**src/rtl/exibe_sequencia_pkg.sv**
```systemverilog
// rtl/exibe_sequencia_pkg.sv - shared state codes and timing defaults for the Genius playback engine
package exibe_sequencia_pkg;

   localparam logic [2:0] OCIOSO   = 3'd0;
   localparam logic [2:0] ENDERECA = 3'd1;
   localparam logic [2:0] LE       = 3'd2;
   localparam logic [2:0] ACESO    = 3'd3;
   localparam logic [2:0] APAGADO  = 3'd4;
   localparam logic [2:0] FIM      = 3'd5;

   // Board-clock defaults, also used by the control unit's inactivity timer
   localparam int ON_CYCLES_PADRAO  = 1000;
   localparam int OFF_CYCLES_PADRAO = 500;

   function automatic int largura_tempo(input int on_c, input int off_c);
      int m;
      m = (on_c > off_c) ? on_c : off_c;
      return (m <= 1) ? 1 : $clog2(m);
   endfunction

endpackage

```
**src/rtl/exibe_sequencia_contador.sv**
```systemverilog
// rtl/exibe_sequencia_contador.sv - modulo up-counter used as the ON/OFF timer
module contador_tempo #(
   parameter int W = 4
) (
   input  logic         clock,
   input  logic         reset,
   input  logic         zera,
   input  logic         conta,
   input  logic [W-1:0] limite,
   output logic         fim
);

   logic [W-1:0] valor;

   // limite is modulo-1, so the count wraps to 0 on its own when fim is seen
   always_ff @(posedge clock) begin
      if (!reset || zera) begin
         valor <= '0;
      end else if (conta) begin
         if (valor == limite) valor <= '0;
         else                 valor <= valor + 1'b1;
      end
   end

   assign fim = (valor == limite);

endmodule

```
**src/rtl/exibe_sequencia.sv**
```systemverilog
// rtl/exibe_sequencia.sv - reads the colour sequence from RAM and shows it on the LEDs
import exibe_sequencia_pkg::*;

module exibe_sequencia #(
   parameter int DATA_W     = 4,
   parameter int ADDR_W     = 4,
   parameter int ON_CYCLES  = ON_CYCLES_PADRAO,
   parameter int OFF_CYCLES = OFF_CYCLES_PADRAO
) (
   input  logic              clock,
   input  logic              reset,
   input  logic              iniciar,
   input  logic [ADDR_W-1:0] ultimo_endereco,
   output logic [ADDR_W-1:0] mem_addr,
   input  logic [DATA_W-1:0] mem_dado,
   output logic [DATA_W-1:0] leds,
   output logic              ocupado,
   output logic              fim,
   output logic [2:0]        db_estado
);

   localparam int TW = largura_tempo(ON_CYCLES, OFF_CYCLES);
   localparam logic [TW-1:0] LIM_ON  = TW'(ON_CYCLES - 1);
   localparam logic [TW-1:0] LIM_OFF = TW'(OFF_CYCLES - 1);

   logic [2:0]        estado;
   logic [ADDR_W-1:0] addr_r;
   logic [ADDR_W-1:0] ult_r;
   logic [DATA_W-1:0] cor_r;
   logic              zera_tempo;
   logic              conta_tempo;
   logic              fim_tempo;
   logic [TW-1:0]     limite_tempo;

   assign zera_tempo   = (estado == OCIOSO) || (estado == LE);
   assign conta_tempo  = (estado == ACESO) || (estado == APAGADO);
   assign limite_tempo = (estado == ACESO) ? LIM_ON : LIM_OFF;

   contador_tempo #(.W(TW)) u_tempo (
      .clock  (clock),
      .reset  (reset),
      .zera   (zera_tempo),
      .conta  (conta_tempo),
      .limite (limite_tempo),
      .fim    (fim_tempo)
   );

   always_ff @(posedge clock) begin
      if (!reset) begin
         estado <= OCIOSO;
         addr_r <= '0;
         ult_r  <= '0;
         cor_r  <= '0;
      end else begin
         case (estado)
            OCIOSO: begin
               if (iniciar) begin
                  ult_r  <= ultimo_endereco;
                  addr_r <= '0;
                  estado <= ENDERECA;
               end
            end
            ENDERECA: estado <= LE;
            LE: begin
               cor_r  <= mem_dado;
               estado <= ACESO;
            end
            ACESO: begin
               if (fim_tempo) estado <= APAGADO;
            end
            APAGADO: begin
               // compare before incrementing so the last address never wraps
               if (fim_tempo) begin
                  if (addr_r == ult_r) begin
                     estado <= FIM;
                  end else begin
                     addr_r <= addr_r + 1'b1;
                     estado <= ENDERECA;
                  end
               end
            end
            FIM:     estado <= OCIOSO;
            default: estado <= OCIOSO;
         endcase
      end
   end

   assign mem_addr  = addr_r;
   assign leds      = (estado == ACESO) ? cor_r : '0;
   assign ocupado   = (estado != OCIOSO);
   assign fim       = (estado == FIM);
   assign db_estado = estado;

endmodule

```
**config.mk**
```make
export PLATFORM = sky130hd
export DESIGN_NAME = exibe_sequencia
export DESIGN_NICKNAME = d
export VERILOG_FILES = /design/src/rtl/exibe_sequencia_pkg.sv /design/src/rtl/exibe_sequencia_contador.sv /design/src/rtl/exibe_sequencia.sv
export SDC_FILE = /design/constraint.sdc
export NUM_CORES = 1
export LEC_CHECK = 0
export BUFFER_PORTS_ARGS = -buffer_cell sky130_fd_sc_hd__buf_2
export CAP_MARGIN = 20
export CORE_MARGIN = 2
export CORE_UTILIZATION = 40
export DETAILED_ROUTE_END_ITERATION = 7
export PLACE_DENSITY = 0.63
export SLEW_MARGIN = 10
export SYNTH_ARGS = -nofsm -noshare
export SYNTH_HDL_FRONTEND = slang
export SYNTH_SLANG_ARGS = --single-unit
```
**constraint.sdc**
```tcl
create_clock -name clock -period 2.35 [get_ports clock]
set_clock_uncertainty 0.1 [all_clocks]
set_input_delay 0.47 -clock clock [delete_from_list [all_inputs] [get_ports clock]]
set_output_delay 0.47 -clock clock [all_outputs]
set_load 0.05 [all_outputs]
```
# Word level (Yosys, flattened, before mapping)
# Cells that the tools add are included.
[op_classes] n_div=0 magnitude_cmp=0 shift=0 reduce_logical=10 bitwise_logic=0 n_mul=0 mux=12 eq_ne=11 n_addsub=2
[ops] cell="two-way mux 10 bit" count=2
[ops] cell="two-way mux 4 bit" count=4
[ops] cell="case mux 3 bit (5 select lines)" count=1
[ops] cell="two-way mux 3 bit" count=4
[ops] cell="adder 10 x 1 -> 10 bit, second input constant" count=1
[ops] cell="== test 10 bit" count=1
[ops] cell="!= test 2 bit, second input constant" count=4
[ops] cell="case mux 4 bit (2 select lines)" count=1
[ops] cell="== test 3 x 2 -> 1 bit, second input constant" count=2
[ops] cell="== test 3 bit, second input constant" count=2
[ops] cell="adder 4 x 1 -> 4 bit, second input constant" count=1
[ops] cell="== test 4 bit" count=1
[ops] cell="AND reduction 4 bit" count=1
[ops] cell="== test 3 x 1 -> 1 bit, second input constant" count=1
[ops] cell="zero test 3 bit" count=1
[ops] cell="logical OR 1 bit" count=3
[ops] cell="AND reduction 3 bit" count=1
[ops] cell="nonzero test 3 bit" count=1
[ops] cell="AND reduction 2 bit" count=1
[ops] cell="nonzero test 2 bit" count=1
[ops] cell="zero test 1 bit" count=1
[totals] register_bits=25 rom_bits=0 latchBits=0 input_bits=11 ram_bits=0 memories=0 out_inout_bits=13 wordCells=40

# Depth between registers and ports, before layout
# Gate-level depths: netlist (run 1).
[logic_depth] depth_word=5 ltp_mapped=6 ltp_nobuf=5

# Hierarchy
# Synthesis (run 1) repeated with hierarchy kept, for this count alone.
[unflattened] cells_unflattened=157 area_unflattened_um2=1423.9
[modules_own_cells] mod="exibe_sequencia" cells_per_inst=90 area_each_um2=815.8 instances=1 seq_area_each_um2=300.3
[modules_own_cells] mod="contador_tempo" cells_per_inst=67 area_each_um2=608.1 instances=1 seq_area_each_um2=200.2

# Worst setup path after synthesis (run 1)
# No wires, ideal clock.
[synth_path] path_kind="register -> output" startpoint="register estado[0], in the netlist db_estado[0]" endpoint="output leds[0]" required_ns=1.780 t_arrival_ns=1.745 stages_incl_launch_ff=5 path_buffers=2 path_slack_ns=0.035 cell_sequence="dfxtp_1 > buf_2 > and3b_1 > clkbuf_1 > and2_1"
[synth_via] elab_chain_cells=2
[synth_rtl] element="from (decl)" line="exibe_sequencia.sv:26" rtl="logic [2:0] estado;"
[synth_rtl] element="from (signal assigned)" line="exibe_sequencia.sv:50" rtl="estado <= OCIOSO;"
[synth_rtl] element="from (signal assigned)" line="exibe_sequencia.sv:60" rtl="estado <= ENDERECA;"
[synth_rtl] element="from (signal assigned)" line="exibe_sequencia.sv:63" rtl="ENDERECA: estado <= LE;"
[synth_rtl] element="== test 3 x 2 -> 1 bit" line="exibe_sequencia.sv:89" rtl="assign leds = (estado == ACESO) ? cor_r : '0;"
[synth_rtl] element="two-way mux 4 bit" line="exibe_sequencia.sv:89"
[synth_rtl] element="to (decl)" line="exibe_sequencia.sv:16" rtl="output logic [DATA_W-1:0] leds,"
# No other way between the ends.

# Final worst setup path (run 1)
[layout_path] startpoint="register estado[0], in the netlist db_estado[0]" endpoint="output leds[1]"
# The elaborated chain is that of the path after synthesis.

==> metrics.txt, run 1 <==
status finished, final reports clean; Synth Net Count roughly 170; Synth Warn # 0; Core Box Area ~0.0034 sq mm; IR drop worst, VDD between 0.0002 and 0.0003 V; Met2 Wirelength between 1500 and 2000 um; Slew headroom a little under three fifths; maximum cell stage delay along the critical path slightly below 600 ps; routed wl met3 around 160 um; Period Utilization, post-route between 90% and 100%; leak pwr between 0.5 and 0.6 nW; Post-Route WL 3260 um; Hold-fix buffers, CTS 0; type of origin of the critical path register; Hold Slack between 200 and 300 ps; final hold violations 0; Setup TNS Final 0 ps; CP Max Fanout 13; Hold Path Class in2reg; Initial Util between 40% and 50%; gr usage total 16.4%; DR vias between 1000 and 1500; Placer Congestion 0.907; Pre-antenna DRT Iters 6; Top FF cell, synth dfxtp_1; max-cap violations 0; Critical Path, Cell by Cell and3b_1, and2_1, buf_2; required time worst endpoint approximately 1800 ps; kind of critical path reg2out; fmax 461 MHz; cell family with most CP delay flip-flops; Netlist cell types between 40 and 50; Util after Layout ~49%; vias in the first global route about 1200; DP Worst Slack around 370 ps; PortBufs 23; CTS Buffer Depth 2; full die area 0.00407 sq mm; commonest non-fill, non-tap cell in the layout dfxtp_1; worst skew pair latency 310 ps; RSZ-0062 raised after global routing false; Post-Route M1 WL 1550 um; Post-Syn Area 0.00143 sq mm; Post-synth EDFFs 0; fill count between 300 and 400; CTS Sinks 25; arrival time worst endpoint between 1500 and 2000 ps; Slew Viols, Final 0; CTS tree yes; Pwr per Cell Area ~470 mW/mm^2; CP bufs+invs 1; Row Count 21; Die Wd between 60 and 70 um; Die Y 63.8 um; Max Used Layer met4; DP HPWL 2560 um; fraction of layout cells with a size suffix above 1 ~25%; largest net degree at the start of global routing 16; Post-Syn Instances 160; Slew @ Worst Pin 667 ps; Root Driver clkbuf_4; H-tree depth 1; Worst-path clk slew ~130 ps; Synth Area per Inst between 8 and 9 sq um; most frequent cells in the layout dfxtp_1 (24), buf_2 (23), nor2_1 (13), nand3_1 (13); # diodes 0; Overflow after GRT 0; fin nets 201; routed len/inst around 14 um; Final min period 2170 ps; endpoints failing setup 0; first-pass GRT wire length 5420 um; Final WS setup approximately 180 ps; synthesized flop and latch total 25; Worst path slowest cell dfxtp_1; initial antenna violation count 0; residual DRC count 0; area grow syn2layout 15.5%; post-synthesis sequential area ratio 35.0%; Num CTS Buffers 3; Detailed Route Iter0 Violations 75; Worst setup EP type output pin; DR vias/cell approximately 5.6; antenna-violating nets left 0; Top Ports 24; Post-synth ARST share 0%
==> sequential cells by signal, indices dropped and copies added, names as in the netlist <==
register       count
cor_r              4
db_estado          3
mem_addr           4
u_tempo.valor     10
ult_r              4
==> area by class of cell <==
cell class | instances | area, sq um | area share [%]
clock buffers | 4 | 26.3 | 1.59
well taps | 46 | 57.6 | 3.48
repair buffers | 30 | 168 | 10.2
flip-flops and latches | 25 | 502 | 30.4
inverters | 2 | 7.51 | 0.455
multi-input cells | 126 | 891 | 53.9
==> where the power goes <==
group	internal, mW	switching (mW)
logic	0.0439	0.0778
clock network	0.0664	0.125
registers	0.438	0.0185
==> logic make-up after synthesis <==
kind of cell               share of synthesized area (%)
xor gates and xnor gates                            6.74
and+or+nand+nor                                     29.2
DFF                                                 35.0
adders and majority gates                           1.75
buffers and inverters                               2.71
muxes                                               4.55
AOI/OAI and AO/OA                                   20.0
==> worst reg2reg max path, stage by stage (launching register included) <==
cell      delay (ps)
dfxtp_1          460
ha_1             260
nand2b_1         120
or2_2            350
a211oi_4         450
nor3_1           120
==> synth_stat cells (all sizes together), types with 2 or more instances <==
cell type,number,area [sq um]
a2111oi,2,55.1
a211oi,3,35.0
a21oi,7,35.0
a31oi,3,18.8
and2,4,25.0
and3,2,12.5
and3b,2,17.5
buf,2,12.5
clkbuf,5,18.8
dfxtp,25,500
ha,2,25.0
mux2i,5,53.8
nand2,7,26.3
nand2b,2,12.5
nand3,13,65.1
nand3b,5,37.5
nand4,6,37.5
nor2,13,48.8
nor3,9,55.1
o2111ai,3,26.3
o211ai,2,15.0
o21ai,7,35.0
o31ai,2,15.0
or2,2,12.5
or3b,2,20.0
xnor2,7,61.3
xor2,4,35.0
==> final timing paths <==
check        slack [ps]  cells past startpoint                           from                            end
max                 180                      3      db_estado[0]$_SDFFE_PN0P_                        leds[1]
min                 280                      3                    mem_dado[3]          cor_r[3]$_SDFFE_PN0P_
max reg2reg         380                      5  u_tempo.valor[0]$_SDFFE_PP0P_  u_tempo.valor[6]$_SDFFE_PP0P_
min reg2reg         390                      2          cor_r[3]$_SDFFE_PN0P_          cor_r[3]$_SDFFE_PN0P_
==> per-stage QoR <==
step / power [mW] / std cells / instance area (sq um)
after floorplan: 0.551 / 160 / 1430
after global placement: 0.584 / 228 / 1620
after detailed placement: 0.587 / 229 / 1620
after CTS: 0.774 / 233 / 1650
after global routing: 0.809 / 233 / 1650
final: 0.769 / 233 / 1650
==> timing repair <==
action                     CTS  global route
resized for setup            0             1
setup endpoints to repair    0             3
setup buffers                0             0
==> per-layer routing <==
layer  vias up  track usage, %
met3         4            2.29
met5         -               0
met1       590            22.8
met4         0            5.16
met2        49            26.2
li1        652               -
(Power assumes the default switching activity.)
==> run 2: changes to the inputs <==
--- a/config.mk
+++ b/config.mk
@@ -7,9 +7,10 @@
 export LEC_CHECK = 0
 export BUFFER_PORTS_ARGS = -buffer_cell sky130_fd_sc_hd__buf_2
 export CAP_MARGIN = 20
-export CORE_MARGIN = 2
+export CORE_MARGIN = 8
 export CORE_UTILIZATION = 40
 export DETAILED_ROUTE_END_ITERATION = 7
+export GPL_TIMING_DRIVEN = 0
 export PLACE_DENSITY = 0.63
 export SLEW_MARGIN = 10
 export SYNTH_ARGS = -nofsm -noshare
==> run 2 against run 1 <==
Via count increased by 0.85%. Critical path depth increased by 1. Setup slack got worse by 46 ps. Clock power increased by 4%. Non-clock buffer count unchanged. Hold slack got worse by 13 ps. Global-route usage decreased by 2.6 points. Sequential share of layout area increased by 0.27 points. Clock-buffer cell count unchanged. Largest power group unchanged. Highest routed layer unchanged.
==> metrics.txt, run 2 (synthesis gave the netlist of run 1 again) <==
DP Worst Slack 273 ps (-102 ps); DR vias 1306 (+0.85%); CTS Buffer Depth 2 (unchanged); Slew @ Worst Pin 653 ps (-13.2 ps); Overflow after GRT 0 (unchanged); initial antenna violation count 0 (unchanged); largest net degree at the start of global routing 14 (-2); Initial Util 42.2% (unchanged); required time worst endpoint 1780 ps (about the same); type of origin of the critical path register; Worst setup EP type output pin; final std cell area, no fill 0.00163 sq mm (-1.1%); Final min period 2210 ps (+46.4 ps); Pwr per Cell Area 476 mW/mm^2 (+2.1%); Biggest register u_tempo.valor; arrival time worst endpoint 1640 ps (+40 ps); Die Wd 75.8 um (+19%); H-tree depth 1 (unchanged); Hold Startpoint mem_dado[3]; Setup Buffers After CTS 0 (unchanged); Row Count 21 (unchanged); Core Box Area 0.00339 sq mm (unchanged); Detailed Route Iter0 Violations 85 (+13%); Root Driver clkbuf_4; kind of critical path reg2out; Post-Route WL 3470 um (+6.2%); Placer Congestion 0.826 (-9.0%); PortBufs 23 (unchanged); final hold violations 0 (unchanged); status finished, final reports clean; Slew Viols, Final 0 (unchanged); antenna-violating nets left 0 (unchanged); Worst-path clk slew 140 ps (about the same); # diodes 0 (unchanged); worst skew pair latency 320 ps (about the same); maximum cell stage delay along the critical path 350 ps (-230 ps); DP HPWL 2620 um (+2.4%); FF-to-FF End u_tempo.valor[4]$_SDFFE_PP0P_; Slew headroom 56.3% (+0.88 points); FF-to-FF setup slack 300 ps (-80 ps); Hold Path Class in2reg; Multi-input gate area 892 sq um (+0.14%); CTS Sinks 25 (unchanged); most frequent cells in the layout buf_2 (25), dfxtp_1 (25), nor2_1 (13), nand3_1 (13); vias in the first global route 1343 (+11%); Hold Crit Endpoint cor_r[3]$_SDFFE_PN0P_; FF+latch area 500 sq um (-0.25%); placed insts 229 (unchanged); area grow syn2layout 14.2%; max-cap violations 0 (unchanged); Period Utilization, post-route 94.2% (+2.0 points); Final WS setup 137 ps (-46.4 ps); routed len/inst 14.9 um (+6.2%); worst hold stages 3 (unchanged); Worst path slowest cell dfxtp_1; CTS tree yes; Top Ports 24 (unchanged); Die Y 75.8 um (+19%); Hold Slack 267 ps (-12.9 ps); leak pwr 0.574 nW (-2.4%); fraction of layout cells with a size suffix above 1 23.0% (-1.6 points); gr usage total 13.8% (-2.6 points); fill count 339 (+6.3%); RSZ-0062 raised after global routing false; Hold-fix buffers, CTS 0 (unchanged); IR drop worst, VDD 0.000270 V (-4.5%); Num CTS Buffers 3 (unchanged); Pre-antenna DRT Iters 4 (-2); fmax 452 MHz (-2.1%); CP bufs+invs 2 (+1); CP Max Fanout 11 (-2); first-pass GRT wire length 6230 um (+15%); residual DRC count 0 (unchanged); full die area 0.00574 sq mm (+41%); fin cells 233 (unchanged); fin nets 201 (unchanged); Setup TNS Final 0 ps (unchanged); endpoints failing setup 0 (unchanged); Post-DP Area 0.00160 sq mm (-1.3%); cell family with most CP delay simple AND/OR/NAND/NOR gates; cell depth of the worst flop-to-flop path 5 (unchanged); Critical Path, Cell by Cell buf_2, and3b_2, and2_1, buf_2; max reg flops 10 (unchanged); R2R Path Start db_estado[0]$_SDFFE_PN0P_; Critical Path Most Common Cell buf_2; DR vias/cell 5.61 (+0.85%)
-- run 2: changes by cell type in the layout (fill, tap and decap cells not counted) --
cell and change:
buf_4 -6, clkbuf_1 +3, buf_2 +2, and3b_1 -1
and3b_2 +1, clkbuf_2 +1, dfxtp_1 +1, dfxtp_2 -1
-- run 2: worst max path at each step --
stage	start	endpoint	cells after the start
2_1_floorplan	db_estado[0]$_SDFFE_PN0P_	leds[0]	4
3_3_place_gp	db_estado[0]$_SDFFE_PN0P_	leds[0]	5
3_5_place_dp	db_estado[0]$_SDFFE_PN0P_	u_tempo.valor[4]$_SDFFE_PP0P_	5
4_1_cts	db_estado[0]$_SDFFE_PN0P_	leds[0]	4
5_1_grt	db_estado[0]$_SDFFE_PN0P_	leds[0]	4
6_report	db_estado[0]$_SDFFE_PN0P_	leds[0]	4
-- run 2: layout make-up --
class                           count  share of cell area [%]
Buffer                              6                    1.76
Clock buffer                        4                    1.61
Inverter                            2                   0.460
Multi-Input combinational cell    126                    54.6
Sequential cell                    25                    30.7
Tap cell                           46                    3.52
Timing Repair Buffer               24                    7.36
-- run 2: through the flow --
| stage | util, % | power (mW) |
|---|---|---|
| final | 48.2 | 0.776 |
| after global routing | 48.2 | 0.815 |
| after CTS | 48.0 | 0.780 |
| after detailed placement | 47.3 | 0.585 |
| after global placement | 47.3 | 0.581 |
| after floorplan | - | 0.551 |
-- run 2: power by group --
part | internal, mW | switching, mW
clock | 0.0664 | 0.133
combinational | 0.0425 | 0.0876
sequential | 0.437 | 0.00949
-- run 2: metal layers --
layer	track usage [%]	wire length (um)
met1	18.0	1730
met2	21.6	1590
met5	0	0
met3	3.68	127
met4	4.05	20
-- run 2: worst register-to-register path, stage by stage (launching register included) --
cell and delay (ps):
dfxtp_1 350, buf_2 210, nand3b_1 320, mux2_2 440, a211oi_4 400, nor3_1 130
-- run 2: what timing repair did --
item                       CTS  global route
setup endpoints to repair    4             5
hold endpoints to repair     0             0
resized for setup            0             3
==> run 3: changes to the inputs <==
--- a/config.mk
+++ b/config.mk
@@ -5,7 +5,7 @@
 export SDC_FILE = /design/constraint.sdc
 export NUM_CORES = 1
 export LEC_CHECK = 0
-export BUFFER_PORTS_ARGS = -buffer_cell sky130_fd_sc_hd__buf_2
+export BUFFER_PORTS_ARGS = -buffer_cell sky130_fd_sc_hd__clkbuf_2
 export CAP_MARGIN = 20
 export CORE_MARGIN = 8
 export CORE_UTILIZATION = 40
@@ -15,4 +15,5 @@
 export SLEW_MARGIN = 10
 export SYNTH_ARGS = -nofsm -noshare
 export SYNTH_HDL_FRONTEND = slang
+export SYNTH_HIERARCHICAL = 1
 export SYNTH_SLANG_ARGS = --single-unit
==> run 3 against run 2 <==
Combinational power decreased by 7%. Core utilization increased by 2.1 points. Setup slack improved by 4.5 ps. Sequential share of layout area decreased by 0.79 points. Sequential power about the same. Hold slack improved by 23 ps. Clock-buffer cell count decreased by 1. Synthesized area decreased by 0.44%.
==> metrics.txt, run 3 <==
status finished, final reports clean; kind of critical path reg2reg; fill count 313 (-7.7%); PortBufs 23 (unchanged); vias in the first global route 1149 (-14%); gr usage total 11.4% (-2.4 points); Post-Route WL 3090 um (-11%); H-tree depth 1 (unchanged); placed insts 231 (+0.87%); sw frac 28.8% (-0.82 points); Top Ports 24 (unchanged); DR vias 1171 (-10%); Biggest register u_tempo/valor; required time worst endpoint 2480 ps (+700 ps); area grow syn2layout 19.8%; Flop pwr share 57.8% (+0.3 points); Row Count 21 (unchanged); Netlist cell types 46 (unchanged); Post-Syn Instances 157 (-1.9%); cts repair resizes 0 (unchanged); residual DRC count 0 (unchanged); Synth Warn # 6 (+6); Slew Viols, Final 0 (unchanged); Pre-antenna DRT Iters 4 (unchanged); internal power 0.550 mW (+0.63%); most frequent cells in the layout clkbuf_2 (24), dfxtp_1 (22), xnor2_1 (13); Slew headroom 63.6% (+7.2 points); Hold Path Class in2reg; Hold-fix buffers, CTS 0 (unchanged); worst skew pair latency 320 ps (about the same); final hold violations 0 (unchanged); Slew @ Worst Pin 545 ps (-108 ps); Top FF cell, synth dfxtp_1; max reg flops 10 (unchanged); Die Wd 75.7 um (-0.18%); combinational share of power 15.6% (-1.2 points); Worst setup EP type register; Period Utilization, post-route 94.0% (-0.19 points); CTS Buffer Depth 2 (unchanged); endpoints failing setup 0 (unchanged); CP Max Fanout 10 (-1); Detailed Route Iter0 Violations 65 (-24%); initial antenna violation count 0 (unchanged); post-synthesis sequential area ratio 35.1% (+0.15 points); CTS tree yes; Synth top area share 35.1% (+0.15 points); fraction of layout cells with a size suffix above 1 25.9% (+2.9 points); Die Y 75.7 um (-0.18%); Pwr per Cell Area 453 mW/mm^2 (-4.8%); type of origin of the critical path register; RSZ-0062 raised after global routing false; routed len/inst 12.9 um (-13%); Util after Layout 50.3% (+2.1 points); leak pwr 0.670 nW (+17%); Net Sw Power 0.223 mW (-3.3%); DR vias/cell 4.90 (-13%); Synth Area per Inst 9.07 sq um (+1.5%); antenna-violating nets left 0 (unchanged); Final min period 2210 ps (-4.54 ps); largest net degree at the start of global routing 16 (+2); Worst-path clk slew 150 ps (about the same); Overflow after GRT 0 (unchanged); synthesized flop and latch total 25 (unchanged); full die area 0.00572 sq mm (-0.36%); Post-synth EDFFs 0 (unchanged); fin cells 239 (+2.6%); DP HPWL 2340 um (-11%); largest area contributor in the netlist dfxtp_1; fmax 453 MHz (+0.21%); Num CTS Buffers 3 (unchanged); Initial Util 42.0% (-0.18 points); max-cap violations 0 (unchanged); Root Driver clkbuf_4; Placer Congestion 0.801 (-3.0%); fin nets 207 (+3.0%); Synth area leaders dfxtp_1 (35%), xnor2_1 (8.0%), mux2i_1 (5.6%); CTS Sinks 25 (unchanged); # diodes 0 (unchanged); count leader, synth dfxtp_1; Post-DP Area 0.00165 sq mm (+2.7%); arrival time worst endpoint 2340 ps (+700 ps); commonest non-fill, non-tap cell in the layout clkbuf_2; synth cell count leaders dfxtp_1 (25), nand2_1 (13), xnor2_1 (13); final std cell area, no fill 0.00171 sq mm (+4.4%); Clk network pwr share 26.6% (+0.9 points); Core Box Area 0.00339 sq mm (unchanged); Post-synth ARST share 0% (unchanged); IR drop worst, VDD 0.000270 V (-0.12%); Post-Syn Area 0.00142 sq mm (-0.44%); first-pass GRT wire length 5110 um (-18%)
## run 3: cell count changes after synthesis, sizes merged, moves of 3 or more
cell	before	now
a211oi	3	0
a21oi	7	4
mux2i	5	8
nand2	7	13
nand3	13	3
nor2b	0	10
nor3	9	2
o21ai	7	4
or3	1	4
xnor2	7	13
xor2	4	7
## run 3: power groups by stage
stage	Sequential, mW	Combinational [mW]	Clock [mW]
after floorplan	0.464	0.0828	0
after global placement	0.455	0.117	0
after detailed placement	0.455	0.120	0
after CTS	0.446	0.120	0.215
after global routing	0.448	0.131	0.236
final	0.446	0.121	0.205
## run 3: stage by stage
step                      TNS [ps]  hold slack (ps)  total power [mW]  setup WS [ps]
final                            0              290             0.772            141
after global routing             0              281             0.815           3.68
after CTS                        0              282             0.781           63.6
after detailed placement     -1420              413             0.575           -342
after global placement       -1160              390             0.572           -304
after floorplan               -194              374             0.547          -97.8
## run 3: area by class of cell
class | instances | area (sq um) | share of cell area [%]
Buffer | 6 | 35.0 | 2.05
Clock inverter | 1 | 7.51 | 0.440
Tap cell | 46 | 57.6 | 3.37
Clock buffer | 3 | 22.5 | 1.32
Timing Repair Buffer | 27 | 145 | 8.51
Multi-Input combinational cell | 128 | 917 | 53.8
Inverter | 3 | 11.3 | 0.660
Sequential cell | 25 | 509 | 29.9
## run 3: path summary, 6_finish.rpt
check                            start                         to  slack [ps]  cells after the start
max          db_estado[2]$_SDFFE_PN0P_  db_estado[0]$_SDFFE_PN0P_         140                     12
min                 ultimo_endereco[3]      ult_r[3]$_SDFFE_PN0P_         290                      3
max reg2reg  db_estado[2]$_SDFFE_PN0P_  db_estado[0]$_SDFFE_PN0P_         140                     12
min reg2reg      cor_r[0]$_SDFFE_PN0P_      cor_r[0]$_SDFFE_PN0P_         430                      2
## run 3: kinds of logic (layout without fill, tap and decap cells)
family                   count (synthesis)  after routing  share of synthesized area, %
other                                    2              7                         0.527
AO/OA/AOI/OAI                           20             20                          11.0
flip-flops                              25             25                          35.1
AND/OR/NAND/NOR                         71             71                          29.8
XOR/XNOR                                20             20                          13.4
buffers and inverters                    9             40                          2.81
multiplexers                             8              8                          5.62
adder cells (fa/ha/maj)                  2              2                          1.76
## run 3: worst max-delay path, stage by stage, from the launching register on
cell and delay, ps:
dfxtp_2 360, buf_4 160, nor2_4 190, inv_2 60
xnor2_1 160, nand4_1 170, nor4_4 150, buf_4 170
buf_4 160, nand2_1 60, a21oi_1 130, o21ai_0 80
and2_1 150
## run 3: routing by layer
layer  wire, um  GRT usage (%)  vias to the layer above
li1           -              -                      599
met3        153           2.89                        2
met1       1490           14.3                      551
met5          0              0                        -
met2       1420           18.8                       19
met4         22           3.20                        0
## run 3: timing repair
action	CTS	global route
pin swaps	1	2
setup buffers	2	2
endpoints found under the setup margin	7	4
